[config.mk]
export PLATFORM = sky130hd
export DESIGN_NAME = multicycle_controller
export DESIGN_NICKNAME = d
export VERILOG_FILES = /design/src/rtl/multicycle_controller.sv
export SDC_FILE = /design/constraint.sdc
export NUM_CORES = 1
export LEC_CHECK = 0
export BUFFER_PORTS_ARGS = -buffer_cell sky130_fd_sc_hd__buf_2
export CORE_ASPECT_RATIO = 1.25
export CORE_MARGIN = 1
export CORE_UTILIZATION = 30
export DETAILED_ROUTE_END_ITERATION = 6
export HOLD_SLACK_MARGIN = 0.05
export PLACE_DENSITY_LB_ADDON = 0.15
export SYNTH_ARGS = -nofsm -noshare
export SYNTH_HDL_FRONTEND = slang
export SYNTH_SLANG_ARGS = --single-unit
[constraint.sdc]
create_clock -name clk -period 2.52 [get_ports clk]
set_clock_uncertainty 0.1 [all_clocks]
set_input_delay 0.504 -clock clk [delete_from_list [all_inputs] [get_ports clk]]
set_output_delay 0.504 -clock clk [all_outputs]
set_load 0.02 [all_outputs]
[src/rtl/multicycle_controller.sv]
// Control FSM for a multicycle RV32I datapath: sequences FETCH/DECODE/EXEC/MEM/WB and drives
// the datapath strobes. Memory waits are bounded by WAIT_MAX; illegal opcodes and timeouts park it in HALT.
module multicycle_controller #(
    parameter int WAIT_MAX = 15
) (
    input  logic       clk,
    input  logic       reset,
    input  logic [6:0] opcode,
    input  logic [2:0] funct3,
    input  logic       branch_taken,
    input  logic       mem_ready,
    output logic       mem_req,
    output logic       mem_we,
    output logic       ir_we,
    output logic       pc_we,
    output logic [1:0] pc_src,
    output logic       reg_we,
    output logic [1:0] wb_sel,
    output logic [2:0] state,
    output logic       illegal,
    output logic       timeout
);

    localparam logic [2:0] FETCH  = 3'd0;
    localparam logic [2:0] DECODE = 3'd1;
    localparam logic [2:0] EXEC   = 3'd2;
    localparam logic [2:0] MEM    = 3'd3;
    localparam logic [2:0] WB     = 3'd4;
    localparam logic [2:0] HALT   = 3'd5;

    localparam logic [6:0] OP_LOAD   = 7'b0000011;
    localparam logic [6:0] OP_OPIMM  = 7'b0010011;
    localparam logic [6:0] OP_OP     = 7'b0110011;
    localparam logic [6:0] OP_STORE  = 7'b0100011;
    localparam logic [6:0] OP_BRANCH = 7'b1100011;
    localparam logic [6:0] OP_JAL    = 7'b1101111;
    localparam logic [6:0] OP_JALR   = 7'b1100111;
    localparam logic [6:0] OP_LUI    = 7'b0110111;
    localparam logic [6:0] OP_AUIPC  = 7'b0010111;

    localparam logic [1:0] PC_PLUS4  = 2'b00;
    localparam logic [1:0] PC_TARGET = 2'b01;
    localparam logic [1:0] PC_JALR   = 2'b10;

    localparam logic [1:0] WB_ALU = 2'b00;
    localparam logic [1:0] WB_MEM = 2'b01;
    localparam logic [1:0] WB_PC4 = 2'b10;

    // The access that would make WAIT_MAX consecutive wait cycles is the last one allowed.
    localparam logic [3:0] WAIT_LAST = 4'(WAIT_MAX - 1);
    localparam logic [3:0] WAIT_CAP  = 4'(WAIT_MAX);

    logic [2:0] state_q, state_d;
    logic [3:0] waitCnt_q, waitCnt_d;
    logic       illegal_q, illegal_d;
    logic       timeout_q, timeout_d;

    logic isLegal, isLoad, isStore, isBranch, isJal, isJalr, badBranch;
    logic memPhase, waitExpired;

    always_comb begin
        isLegal = 1'b0;
        case (opcode)
            OP_LOAD, OP_OPIMM, OP_OP, OP_STORE, OP_BRANCH,
            OP_JAL, OP_JALR, OP_LUI, OP_AUIPC: isLegal = 1'b1;
            default:                           isLegal = 1'b0;
        endcase
        isLoad    = (opcode == OP_LOAD);
        isStore   = (opcode == OP_STORE);
        isBranch  = (opcode == OP_BRANCH);
        isJal     = (opcode == OP_JAL);
        isJalr    = (opcode == OP_JALR);
        badBranch = isBranch && ((funct3 == 3'b010) || (funct3 == 3'b011));
    end

    always_comb begin
        memPhase    = (state_q == FETCH) || (state_q == MEM);
        waitExpired = memPhase && !mem_ready && (waitCnt_q == WAIT_LAST);
    end

    always_comb begin
        state_d   = state_q;
        illegal_d = illegal_q;
        timeout_d = timeout_q;
        case (state_q)
            FETCH: begin
                if (mem_ready) begin
                    state_d = DECODE;
                end else if (waitExpired) begin
                    state_d   = HALT;
                    timeout_d = 1'b1;
                end
            end
            DECODE: begin
                if (isLegal) begin
                    state_d = EXEC;
                end else begin
                    state_d   = HALT;
                    illegal_d = 1'b1;
                end
            end
            EXEC: begin
                if (isLoad || isStore) begin
                    state_d = MEM;
                end else if (isBranch) begin
                    if (badBranch) begin
                        state_d   = HALT;
                        illegal_d = 1'b1;
                    end else begin
                        state_d = FETCH;
                    end
                end else begin
                    state_d = WB;
                end
            end
            MEM: begin
                if (mem_ready) begin
                    state_d = isStore ? FETCH : WB;
                end else if (waitExpired) begin
                    state_d   = HALT;
                    timeout_d = 1'b1;
                end
            end
            WB:      state_d = FETCH;
            HALT:    state_d = HALT;
            default: state_d = FETCH;
        endcase
    end

    // Counter only runs while a memory access is stalled in place; any completion or exit clears it.
    always_comb begin
        waitCnt_d = 4'd0;
        if (memPhase && !mem_ready && (state_d == state_q)) begin
            waitCnt_d = (waitCnt_q == WAIT_CAP) ? waitCnt_q : waitCnt_q + 4'd1;
        end
    end

    always_ff @(posedge clk) begin
        if (reset) begin
            state_q   <= FETCH;
            waitCnt_q <= 4'd0;
            illegal_q <= 1'b0;
            timeout_q <= 1'b0;
        end else begin
            state_q   <= state_d;
            waitCnt_q <= waitCnt_d;
            illegal_q <= illegal_d;
            timeout_q <= timeout_d;
        end
    end

    always_comb begin
        mem_req = 1'b0;
        mem_we  = 1'b0;
        ir_we   = 1'b0;
        pc_we   = 1'b0;
        pc_src  = PC_PLUS4;
        reg_we  = 1'b0;
        wb_sel  = WB_ALU;
        case (state_q)
            FETCH: begin
                mem_req = 1'b1;
                ir_we   = mem_ready;
            end
            EXEC: begin
                if (isBranch && !badBranch) begin
                    pc_we  = 1'b1;
                    pc_src = branch_taken ? PC_TARGET : PC_PLUS4;
                end
            end
            MEM: begin
                mem_req = 1'b1;
                mem_we  = isStore;
                pc_we   = isStore && mem_ready;
            end
            WB: begin
                reg_we = 1'b1;
                pc_we  = 1'b1;
                if (isJal) begin
                    wb_sel = WB_PC4;
                    pc_src = PC_TARGET;
                end else if (isJalr) begin
                    wb_sel = WB_PC4;
                    pc_src = PC_JALR;
                end else if (isLoad) begin
                    wb_sel = WB_MEM;
                end
            end
            default: begin
            end
        endcase
        state   = state_q;
        illegal = illegal_q;
        timeout = timeout_q;
        // Reset is synchronous, so the outputs are masked while it is held to keep them quiet.
        if (reset) begin
            mem_req = 1'b0;
            mem_we  = 1'b0;
            ir_we   = 1'b0;
            pc_we   = 1'b0;
            pc_src  = PC_PLUS4;
            reg_we  = 1'b0;
            wb_sel  = WB_ALU;
            state   = FETCH;
            illegal = 1'b0;
            timeout = 1'b0;
        end
    end

endmodule

# Yosys cells after proc, flatten, opt, wreduce, memory -nomap -nowiden

Index checks and enable logic that the tools add are counted.

Output and inout bits: 14
Input port bits: 14
Bits in registers: 9

Eq/ne operators: 23
Reductions and logical operators: 18
Add/subtract/negate cells: 1
Muxes and demuxes: 40
Bitwise operators: 2

Operators with widths:

| cell                  | count |
|---|---|
| $mux W3               | 9 |
| $eq A7 B6 Y1 const B  | 3 |
| $eq A7 B7 Y1 const B  | 3 |
| $mux W1               | 20 |
| $pmux W3 S5           | 1 |
| $eq A7 B5 Y1 const B  | 2 |
| $mux W2               | 7 |
| $eq A3 B2 Y1 const B  | 4 |
| $reduce_or A9 Y1      | 1 |
| $eq A4 B4 Y1 const B  | 2 |
| $ne A2 B2 Y1 const B  | 4 |
| $eq A7 B2 Y1 const B  | 1 |
| $eq A3 B3 Y1 const B  | 2 |
| $logic_and A1 B1 Y1   | 6 |
| $reduce_and A5 Y1     | 1 |
| $add A4 B1 Y4 const B | 1 |
| $pmux W2 S2           | 1 |
| $reduce_or A2 Y1      | 2 |
| $eq A3 B1 Y1 const B  | 1 |
| $eq A3 B3 Y1          | 1 |
| $logic_not A3 Y1      | 1 |
| $logic_or A1 B1 Y1    | 3 |
| $pmux W1 S3           | 1 |
| $reduce_and A3 Y1     | 1 |
| 4 further kinds       | 6 |

# Longest topological paths before layout

Gate-level depths: netlist of the first run.

Depth in word-level cells: 11
Depth in mapped cells: 6
Gate-level depth less buffers: 6

# Worst setup path after synthesis of the first run

No wires, ideal clock.

Path type: input port to output port
From: in opcode[6]
To: out pc_src[0]
Arrival time: 1.822 ns
Stages on the path: 5
Required time: 1.916 ns
Path buffers: 1
Slack: 0.094 ns
Cell sequence: clkbuf_2 and3b_1 nand4_1 nor3_1 a32o_1

Longest elaborated chain between the ends: 7
Elaborated cells between the ends (all ways): 9
Those cells by class: eq/ne: 2; mux: 4; reduce/logical: 3

Ends and longest elaborated chain:

| item                | line | RTL |
|---|---|---|
| start, declared     | 8    | `input logic [6:0] opcode,` |
| $eq A7 B7 Y1        | 70   | `isBranch = (opcode == OP_BRANCH);` |
| $logic_and A1 B1 Y1 | 73   | `badBranch = isBranch && ((funct3 == 3'b010) \|\| (funct3 == 3'b011));` |
| $logic_not A1 Y1    | 166  | `if (isBranch && !badBranch) begin` |
| $logic_and A1 B1 Y1 | 166  |  |
| $mux W1             | 166  |  |
| $pmux W2 S2 (*)     | 160  | `case (state_q)` |
| $mux W2 (*)         | 196  | `if (reset) begin` |
| end, declared       | 16   | `output logic [1:0] pc_src,` |

Mark *: on every way between the ends. The rest lies on a longest branch, timed or not.

# Final worst setup path of the first run

From: reg state_q[1]
To: out pc_we

Longest elaborated chain between the ends: 3
Elaborated cells between the ends (all ways): 5
Those cells by class: eq/ne: 3; mux: 2

Ends and longest elaborated chain:

| item                                         | line | RTL |
|---|---|---|
| start, declared                              | 53   | `logic [2:0] state_q, state_d;` |
| start signal, assigned                       | 145  | `state_q <= state_d;` |
| $eq A3 B3 Y1 or $eq A3 B2 Y1 (tied branches) | 160  |  |
| $pmux W1 S3 (*)                              | 160  |  |
| $mux W1 (*)                                  | 196  |  |
| end, declared                                | 15   | `output logic pc_we,` |

Marks and branches as above.

==> flow_metrics.py, run 1 <==
metrics = {
    "outcome": {
        "status": "complete, no violations",
    },
    "sta": {
        "fin_hold_ws_ns": 0.364,
        "slew_viol_final": 0,
        "setup_tns_ns": 0,
        "fmax_mhz": 442,
        "hold_viol_final": 0,
        "rsz0062_at_grt": "false",
        "relSlewSlack": 0.698,
        "fin_ws_ns": 0.259,
        "finalSetupViolations": 0,
        "worst_pin_slew_ns": 0.453,
        "final.min_clock_period_ns": 2.26,
        "fin_crit_sh": 0.897,
    },
    "power": {
        "p_int_w": 0.000254,
        "power.density_nw_per_um2": 396,
        "swShare": 0.326,
        "seq_power_share": 0.439,
        "power_switching_w": 0.000123,
        "peakVddDrop_mv": 0.275,
        "leakage_nw": 0.412,
        "p_comb_frac": 0.276,
        "pwr-share-clk": 0.284,
    },
    "clock_tree": {
        "cts_buffer_depth": 2,
        "cts_setup_buffers": 0,
        "cts_buffers": 3,
        "cts.clk_slew.worst_paths_ns": 0.06,
        "cts-resized-gates": 0,
        "h-tree-depth": 1,
        "cts_sinks": 9,
        "cts_root_buf": "clkbuf_4",
        "clock_latency_ns": 0.25,
        "cts_tree": "done",
        "hold_buffers": 0,
    },
    "logic_synthesis": {
        "synth_warnings": 0,
        "synth_common_cells": "nor2_1 (12), dfxtp_1 (9), inv_1 (7)",
        "synth_area_um2": 783,
        "yosys-top-cells-area": "dfxtp_1 (23%), nor2_1 (5.8%), a31oi_1 (4.0%)",
        "ys_ff_latch": 9,
        "synth-edff-count": 0,
        "syn_nets": 120,
        "yosysMostFrequentCell": "nor2_1",
        "synth_cell_types": 42,
        "syn_inst": 104,
        "synth_top_area_cell": "dfxtp_1",
        "netlist.area_leader.share": 0.230,
        "seq_area_frac_synth": 0.230,
        "synth_top_flop_cell": "dfxtp_1",
        "avgSynthCellArea_um2": 7.53,
        "ys_async_sr_fraction": 0,
    },
    "grt": {
        "grt_pass1_vias": 761,
        "grt_start_max_net_pins": 20,
        "overflow": 0,
        "grt_pass1_wl_mm": 3.20,
        "antenna_found_initial": 0,
        "grt_use_total": 0.153,
    },
    "floorplanning": {
        "core_area_um2": 2450,
        "die_x_um": 47.7,
        "initial_core_util": 0.319,
        "rows": 20,
        "die_h_um": 59.1,
        "die-area_um2": 2820,
        "pin_count": 28,
    },
    "setup_path": {
        "cp_data_required_time_ns": 1.92,
        "path_class": "reg -> out",
        "start_kind": "register",
        "crit_arrival_ns": 1.66,
        "crit_path_end_kind": "output pin",
        "cp_max_fo": 11,
    },
    "route": {
        "drt_first_pass_iters": 4,
        "wl_per_cell_um": 12.6,
        "drc_errors": 0,
        "final_antenna_net_count": 0,
        "viasPerCell": 5.26,
        "first_iter_violations": 7,
        "vias": 847,
        "wl_mm": 2.03,
    },
    "cells_and_area": {
        "drive_gt1_frac": 0.258,
        "final_nets": 145,
        "diodes": 0,
        "area_delta_synth_final_pct": 21.4,
    },
    "placed_design": {
        "place_ws_ns": 0.312,
        "gp_congestion": 0.798,
        "port_buffers": 26,
        "dp_hpwl_mm": 1.56,
    },
    "min_path": {
        "hold_class": "reg -> reg",
    },
    "flow_run": {
        "cap_violations": 0,
    },
}
-- critical path, stage by stage, from the launching register on --
cell and delay [ns]:
dfxtp_1 0.52, nor3b_1 0.29, and3_1 0.18, o21ai_0 0.08, a21oi_1 0.15, buf_2 0.18
-- power by group through the flow --
stage	Combinational, W	Sequential, W	Clock (W)
5_1_grt	0.000116	0.000168	0.000121
3_5_place_dp	0.000105	0.000169	0
2_1_floorplan	0.0000823	0.000158	0
3_3_place_gp	0.000103	0.000168	0
4_1_cts	0.000105	0.000165	0.000113
6_report	0.000104	0.000165	0.000107
-- final timing paths --
| check | slack (ns) | endpoint | start | cells past startpoint |
|---|---|---|---|---|
| max | 0.26 | pc_we | state_q[1] | 5 |
| min | 0.36 | timeout_q | timeout_q | 2 |
| max reg2reg | 0.72 | waitCnt_q[3] | state_q[0] | 4 |
| min reg2reg | 0.36 | timeout_q | timeout_q | 2 |
-- cells in the final DEF (no fill, tap or decap), types with 3 or more instances in the layout --
master and instances:
a31oi_1 5, dfxtp_1 9, nand2b_1 5, nor2_1 12, nor3_1 4, nand2_1 6, a21oi_1 3, nor4_1 4
buf_2 26, clkbuf_4 3, inv_1 7, nand3_1 3
-- registers in the layout (all words and copies together), names as in the netlist --
signal     flops
illegal_q      1
state_q        3
timeout_q      1
waitCnt_q      4
-- metal layers --
metal  wire, um  share of wire  vias up  track usage
li1           -              -      434            -
met1        855           0.42      396        0.174
met2       1100           0.54       15        0.282
met3         60          0.030        2      0.00915
met4         12         0.0059        0       0.0595
met5          0              0        -            0
-- logic make-up (layout without fill, tap and decap cells) --
kind of cell,count (synthesis),count (layout),share of synthesized area
DFF,9,9,0.230
xor gates and xnor gates,2,2,0.0224
buffers and inverters,14,38,0.0815
and+or+nand+nor,51,51,0.380
adders and majority gates,2,2,0.0319
AOI/OAI and AO/OA,26,26,0.254
-- stage by stage --
stage	power (W)	std cells	util	area, um2
after floorplan	0.000240	104	-	783
after global placement	0.000272	157	0.377	925
after detailed placement	0.000273	157	0.377	925
after CTS	0.000384	161	0.388	951
after global routing	0.000404	161	0.388	951
final	0.000377	161	0.388	951
-- area by class of cell --
class,count,area [um2]
Clock buffer,4,26.3
Fill cell,294,1500
Inverter,7,26.3
Multi-Input combinational cell,81,539
Sequential cell,9,180
Tap cell,33,41.3
Timing Repair Buffer,27,138
No activity file was read; power rests on OpenSTA's default activity.
==> run 2: changes to the inputs <==
--- a/config.mk
+++ b/config.mk
@@ -7,11 +7,12 @@
 export LEC_CHECK = 0
 export BUFFER_PORTS_ARGS = -buffer_cell sky130_fd_sc_hd__buf_2
 export CORE_ASPECT_RATIO = 1.25
-export CORE_MARGIN = 1
+export CORE_MARGIN = 2
 export CORE_UTILIZATION = 30
 export DETAILED_ROUTE_END_ITERATION = 6
 export HOLD_SLACK_MARGIN = 0.05
 export PLACE_DENSITY_LB_ADDON = 0.15
+export RECOVER_POWER = 50
 export SYNTH_ARGS = -nofsm -noshare
 export SYNTH_HDL_FRONTEND = slang
 export SYNTH_SLANG_ARGS = --single-unit
==> run 2 against run 1 <==
Against the previous run: register-to-register slack lost 0.25 ns; power shrank 0.63%; non-clock buffer count is the same; sequential share of layout area grew 0.41 points; sequential power is essentially flat; critical path depth is the same; final area shrank 2.1%; worst hold slack gained 0.011 ns; routed wire length grew 1.4%; core utilization shrank 0.82 points; sequential cell count is the same; largest cell class unchanged; largest power group unchanged.
==> flow_metrics.py, run 2 (synthesized netlist as in run 1, its figures left out) <==
metrics = {
    "sta": {
        "finalSetupViolations": 0,
        "relSlewSlack": 0.469,
        "setup_tns_ns": 0,
        "worst_pin_slew_ns": 0.796,
        "fin_crit_sh": 0.902,
        "rsz0062_at_grt": "false",
        "hold_viol_final": 0,
        "slew_viol_final": 0,
        "final.min_clock_period_ns": 2.27,
        "fmax_mhz": 440,
    },
    "cells_and_area": {
        "area_delta_synth_final_pct": 18.8,
        "layout_commonest_cell": "buf_2",
        "mostFrequentLayoutCells": "buf_2 (24), nor2_1 (12), dfxtp_1 (9)",
        "diodes": 0,
        "regMostFlops": "waitCnt_q",
        "drive_gt1_frac": 0.219,
        "largest_reg_flops": 4,
        "top_regs": "waitCnt_q (4), state_q (3)",
        "final_nets": 145,
    },
    "route": {
        "final_antenna_net_count": 0,
        "vias": 861,
        "first_iter_violations": 14,
        "wl_mm": 2.06,
        "wl_per_cell_um": 12.8,
        "drc_errors": 0,
        "drt_first_pass_iters": 4,
        "viasPerCell": 5.35,
    },
    "power": {
        "power.density_nw_per_um2": 402,
        "leakage_nw": 0.399,
        "power.total_w": 0.000374,
        "peakVddDrop_mv": 0.262,
    },
    "setup_path": {
        "worstRegToRegCells": 4,
        "crit_arrival_ns": 1.67,
        "path_class": "reg -> out",
        "crit_path_end_kind": "output pin",
        "start_kind": "register",
        "cp_data_required_time_ns": 1.92,
        "cp_max_fo": 11,
    },
    "placed_design": {
        "port_buffers": 26,
        "dp_hpwl_mm": 1.61,
        "gp_congestion": 0.791,
    },
    "clock_tree": {
        "cts_buffers": 3,
        "cts_root_buf": "clkbuf_4",
        "clock_latency_ns": 0.25,
        "hold_buffers": 0,
        "cts_sinks": 9,
        "h-tree-depth": 1,
        "cts_setup_buffers": 0,
        "cts_tree": "done",
        "cts.clk_slew.worst_paths_ns": 0.06,
        "cts-resized-gates": 0,
        "cts_buffer_depth": 2,
    },
    "min_path": {
        "hold_class": "reg -> reg",
        "min_path_cells": 2,
    },
    "flow_run": {
        "cap_violations": 0,
    },
    "grt": {
        "grt_use_total": 0.150,
        "grt_pass1_wl_mm": 3.56,
        "grt_pass1_vias": 816,
        "overflow": 0,
        "antenna_found_initial": 0,
        "grt_start_max_net_pins": 20,
    },
    "floorplanning": {
        "die_x_um": 49.7,
        "core_area_um2": 2450,
        "pin_count": 28,
        "initial_core_util": 0.319,
        "die-area_um2": 3040,
        "rows": 20,
        "die_h_um": 61.1,
    },
    "outcome": {
        "status": "complete, no violations",
    },
}
run 2: stage by stage:
step | std cells | setup WS, ns | hold WS (ns) | area (um2) | util
CTS | 161 | 0.243 | 0.384 | 951 | 0.388
detailed placement | 157 | 0.308 | 0.372 | 925 | 0.377
finish | 161 | 0.246 | 0.375 | 931 | 0.380
global placement | 157 | 0.310 | 0.359 | 925 | 0.377
global route | 161 | 0.0822 | 0.398 | 931 | 0.380
floorplan | 104 | 0.0937 | 0.329 | 783 | -
run 2: area by class of cell:
cell class / count / area [um2]
multi-input cells: 81 / 526
flip-flops and latches: 9 / 180
well taps: 33 / 41.3
fillers: 302 / 1520
repair buffers: 27 / 131
inverters: 7 / 26.3
clock buffers: 4 / 26.3
run 2: worst paths after layout:
check | start | end | slack, ns
max | state_q[1] | pc_we | 0.25
min | illegal_q | illegal_q | 0.38
max reg2reg | state_q[0] | waitCnt_q[3] | 0.47
min reg2reg | illegal_q | illegal_q | 0.38
run 2: routing by layer:
metal	share of wire	up-vias	global-route usage
met1	0.42	401	0.163
met2	0.52	24	0.290
met5	0	-	0
li1	-	434	-
met4	0.0092	0	0.0833
met3	0.050	2	0.0146
run 2: where the power goes:
part | internal (W) | total, W | switching, W
logic | 0.0000404 | 0.000101 | 0.0000605
clock network | 0.0000608 | 0.000108 | 0.0000472
registers | 0.000150 | 0.000165 | 0.0000153
run 2: worst max-delay path, cell delays in order, from the launching register on:
cell,delay [ns]
dfxtp_1,0.53
nor3b_1,0.29
and3_1,0.18
o21ai_0,0.08
a21oi_1,0.15
buf_2,0.19
==> run 3: changes to the inputs <==
==> constraint.sdc (replaced) <==
create_clock -name clk -period 2.2 [get_ports clk]
set_clock_uncertainty 0.1 [all_clocks]
set_input_delay 0.44 -clock clk [delete_from_list [all_inputs] [get_ports clk]]
set_output_delay 0.44 -clock clk [all_outputs]
set_load 0.02 [all_outputs]
==> run 3 against run 2 <==
Against the previous run: core utilization increased by 1.2 points; critical endpoint unchanged; via count rose by 0.93%; critical path type is now in -> out; combinational power grew 18%; clock-buffer cell count did not move; sequential power is 16% higher.
==> flow_metrics.py, run 3 (synthesized netlist as in run 1, its figures left out) <==
metrics = {
    "sta": {
        "hold_viol_final": 0,
        "rsz0062_at_grt": "false",
        "fin_ws_ns": 0.133,
        "setup_tns_ns": 0,
        "relSlewSlack": 0.679,
        "fmax_mhz": 484,
        "worst_pin_slew_ns": 0.475,
        "slew_viol_final": 0,
        "finalSetupViolations": 0,
        "final.min_clock_period_ns": 2.07,
        "fin_crit_sh": 0.940,
    },
    "cells_and_area": {
        "fin_area_um2": 961,
        "drive_gt1_frac": 0.273,
        "final_nets": 145,
        "top_regs": "waitCnt_q (4), state_q (3)",
        "layout_commonest_cell": "buf_2",
        "mostFrequentLayoutCells": "buf_2 (23), nor2_1 (12), inv_1 (7)",
        "stdcell_count": 161,
        "area_delta_synth_final_pct": 22.7,
        "diodes": 0,
        "largest_reg_flops": 4,
        "regMostFlops": "waitCnt_q",
    },
    "floorplanning": {
        "die_h_um": 61.1,
        "die-area_um2": 3040,
        "pin_count": 28,
        "core_area_um2": 2450,
        "rows": 20,
        "die_x_um": 49.7,
        "initial_core_util": 0.319,
    },
    "route": {
        "drc_errors": 0,
        "drt_first_pass_iters": 3,
        "wl_per_cell_um": 12.8,
        "vias": 869,
        "viasPerCell": 5.40,
        "wl_mm": 2.06,
        "final_antenna_net_count": 0,
        "first_iter_violations": 19,
    },
    "grt": {
        "overflow": 0,
        "grt_util_met2": 0.259,
        "grt_start_max_net_pins": 20,
        "top_usage_layer": "met2",
        "grt_pass1_wl_mm": 3.32,
        "antenna_found_initial": 0,
        "grt_use_total": 0.141,
        "use_met1": 0.151,
        "grt_util_met3": 0.0267,
        "grt_pass1_vias": 771,
    },
    "placed_design": {
        "dp_hpwl_mm": 1.60,
        "place_ws_ns": 0.131,
        "dpl_cell_area_um2": 930,
        "placed_cells": 157,
        "gp_congestion": 0.797,
        "port_buffers": 26,
    },
    "clock_tree": {
        "cts_buffer_depth": 2,
        "cts.clk_slew.worst_paths_ns": 0.06,
        "h-tree-depth": 1,
        "cts_buffers": 3,
        "cts_root_buf": "clkbuf_4",
        "clock_latency_ns": 0.25,
        "cts_tree": "done",
        "cts_sinks": 9,
    },
    "setup_path": {
        "path_cells": "clkbuf_1 -> nand4bb_1 -> nor3_1 -> o21ai_0 -> a21oi_1 -> buf_2",
        "cp_max_fo": 4,
        "crit_path_end_kind": "output pin",
        "path_class": "in -> out",
        "cpMaxStageDelayCell": "nand4bb_1",
        "crit_arrival_ns": 1.53,
        "path_buf_inv": 2,
        "slowest_delay_ns": 0.28,
        "cp_data_required_time_ns": 1.66,
        "path_delay_family": "simple AND/OR/NAND/NOR gates",
        "start_kind": "input pin",
    },
    "outcome": {
        "status": "complete, no violations",
    },
    "power": {
        "peakVddDrop_mv": 0.228,
        "power.density_nw_per_um2": 452,
        "leakage_nw": 0.406,
    },
    "flow_run": {
        "cap_violations": 0,
    },
    "min_path": {
        "hold_class": "reg -> reg",
    },
}
## run 3: cell counts in the layout (fill, tap and decap cells not counted)
No cell type changed its count.
## run 3: final timing paths
path	slack, ns	end	cells after the start	start
worst min register to register	0.37	timeout_q	2	timeout_q
worst max-delay path	0.13	pc_we	6	opcode[2]
worst max register to register	0.56	waitCnt_q[3]	6	waitCnt_q[0]
worst min-delay path	0.37	timeout_q	2	timeout_q
## run 3: metal layers
| layer | routed length, um | vias up |
|---|---|---|
| li1 | - | 437 |
| met1 | 856 | 405 |
| met2 | 1050 | 21 |
| met3 | 107 | 6 |
| met4 | 47 | 0 |
| met5 | 0 | - |
## run 3: repair_timing
item                                    4_1_cts  5_1_grt
gates resized for setup                       1        3
hold buffers                                  0        0
endpoints found under the setup margin        1        2
setup buffers                                 0        0
## run 3: stage by stage
| stage | util | hold slack, ns | power [W] |
|---|---|---|---|
| after floorplan | - | 0.329 | 0.000275 |
| after global routing | 0.392 | 0.418 | 0.000467 |
| final | 0.392 | 0.371 | 0.000434 |
| after CTS | 0.390 | 0.380 | 0.000442 |
| after global placement | 0.379 | 0.359 | 0.000312 |
| after detailed placement | 0.379 | 0.365 | 0.000313 |
## run 3: worst reg2reg max path: cells and delay by family (launching register included)
kind	cells	cell delay, ns
flops	1	0.34
simple gates	3	0.63
buf+inv	1	0.10
compound gates	1	0.18
fa+ha+maj	1	0.18
## run 3: where the power goes
group / switching (W) / internal (W)
Clock: 0.0000541 / 0.0000697
Combinational: 0.0000704 / 0.0000481
Sequential: 0.0000187 / 0.000173
## run 3: area by class of cell
type	instances	area (um2)
clock buffer	4	26.3
timing repair buffer	27	134
sequential	9	184
multi-input combinational	81	549
inverter	7	26.3
tap	33	41.3
fill	301	1490
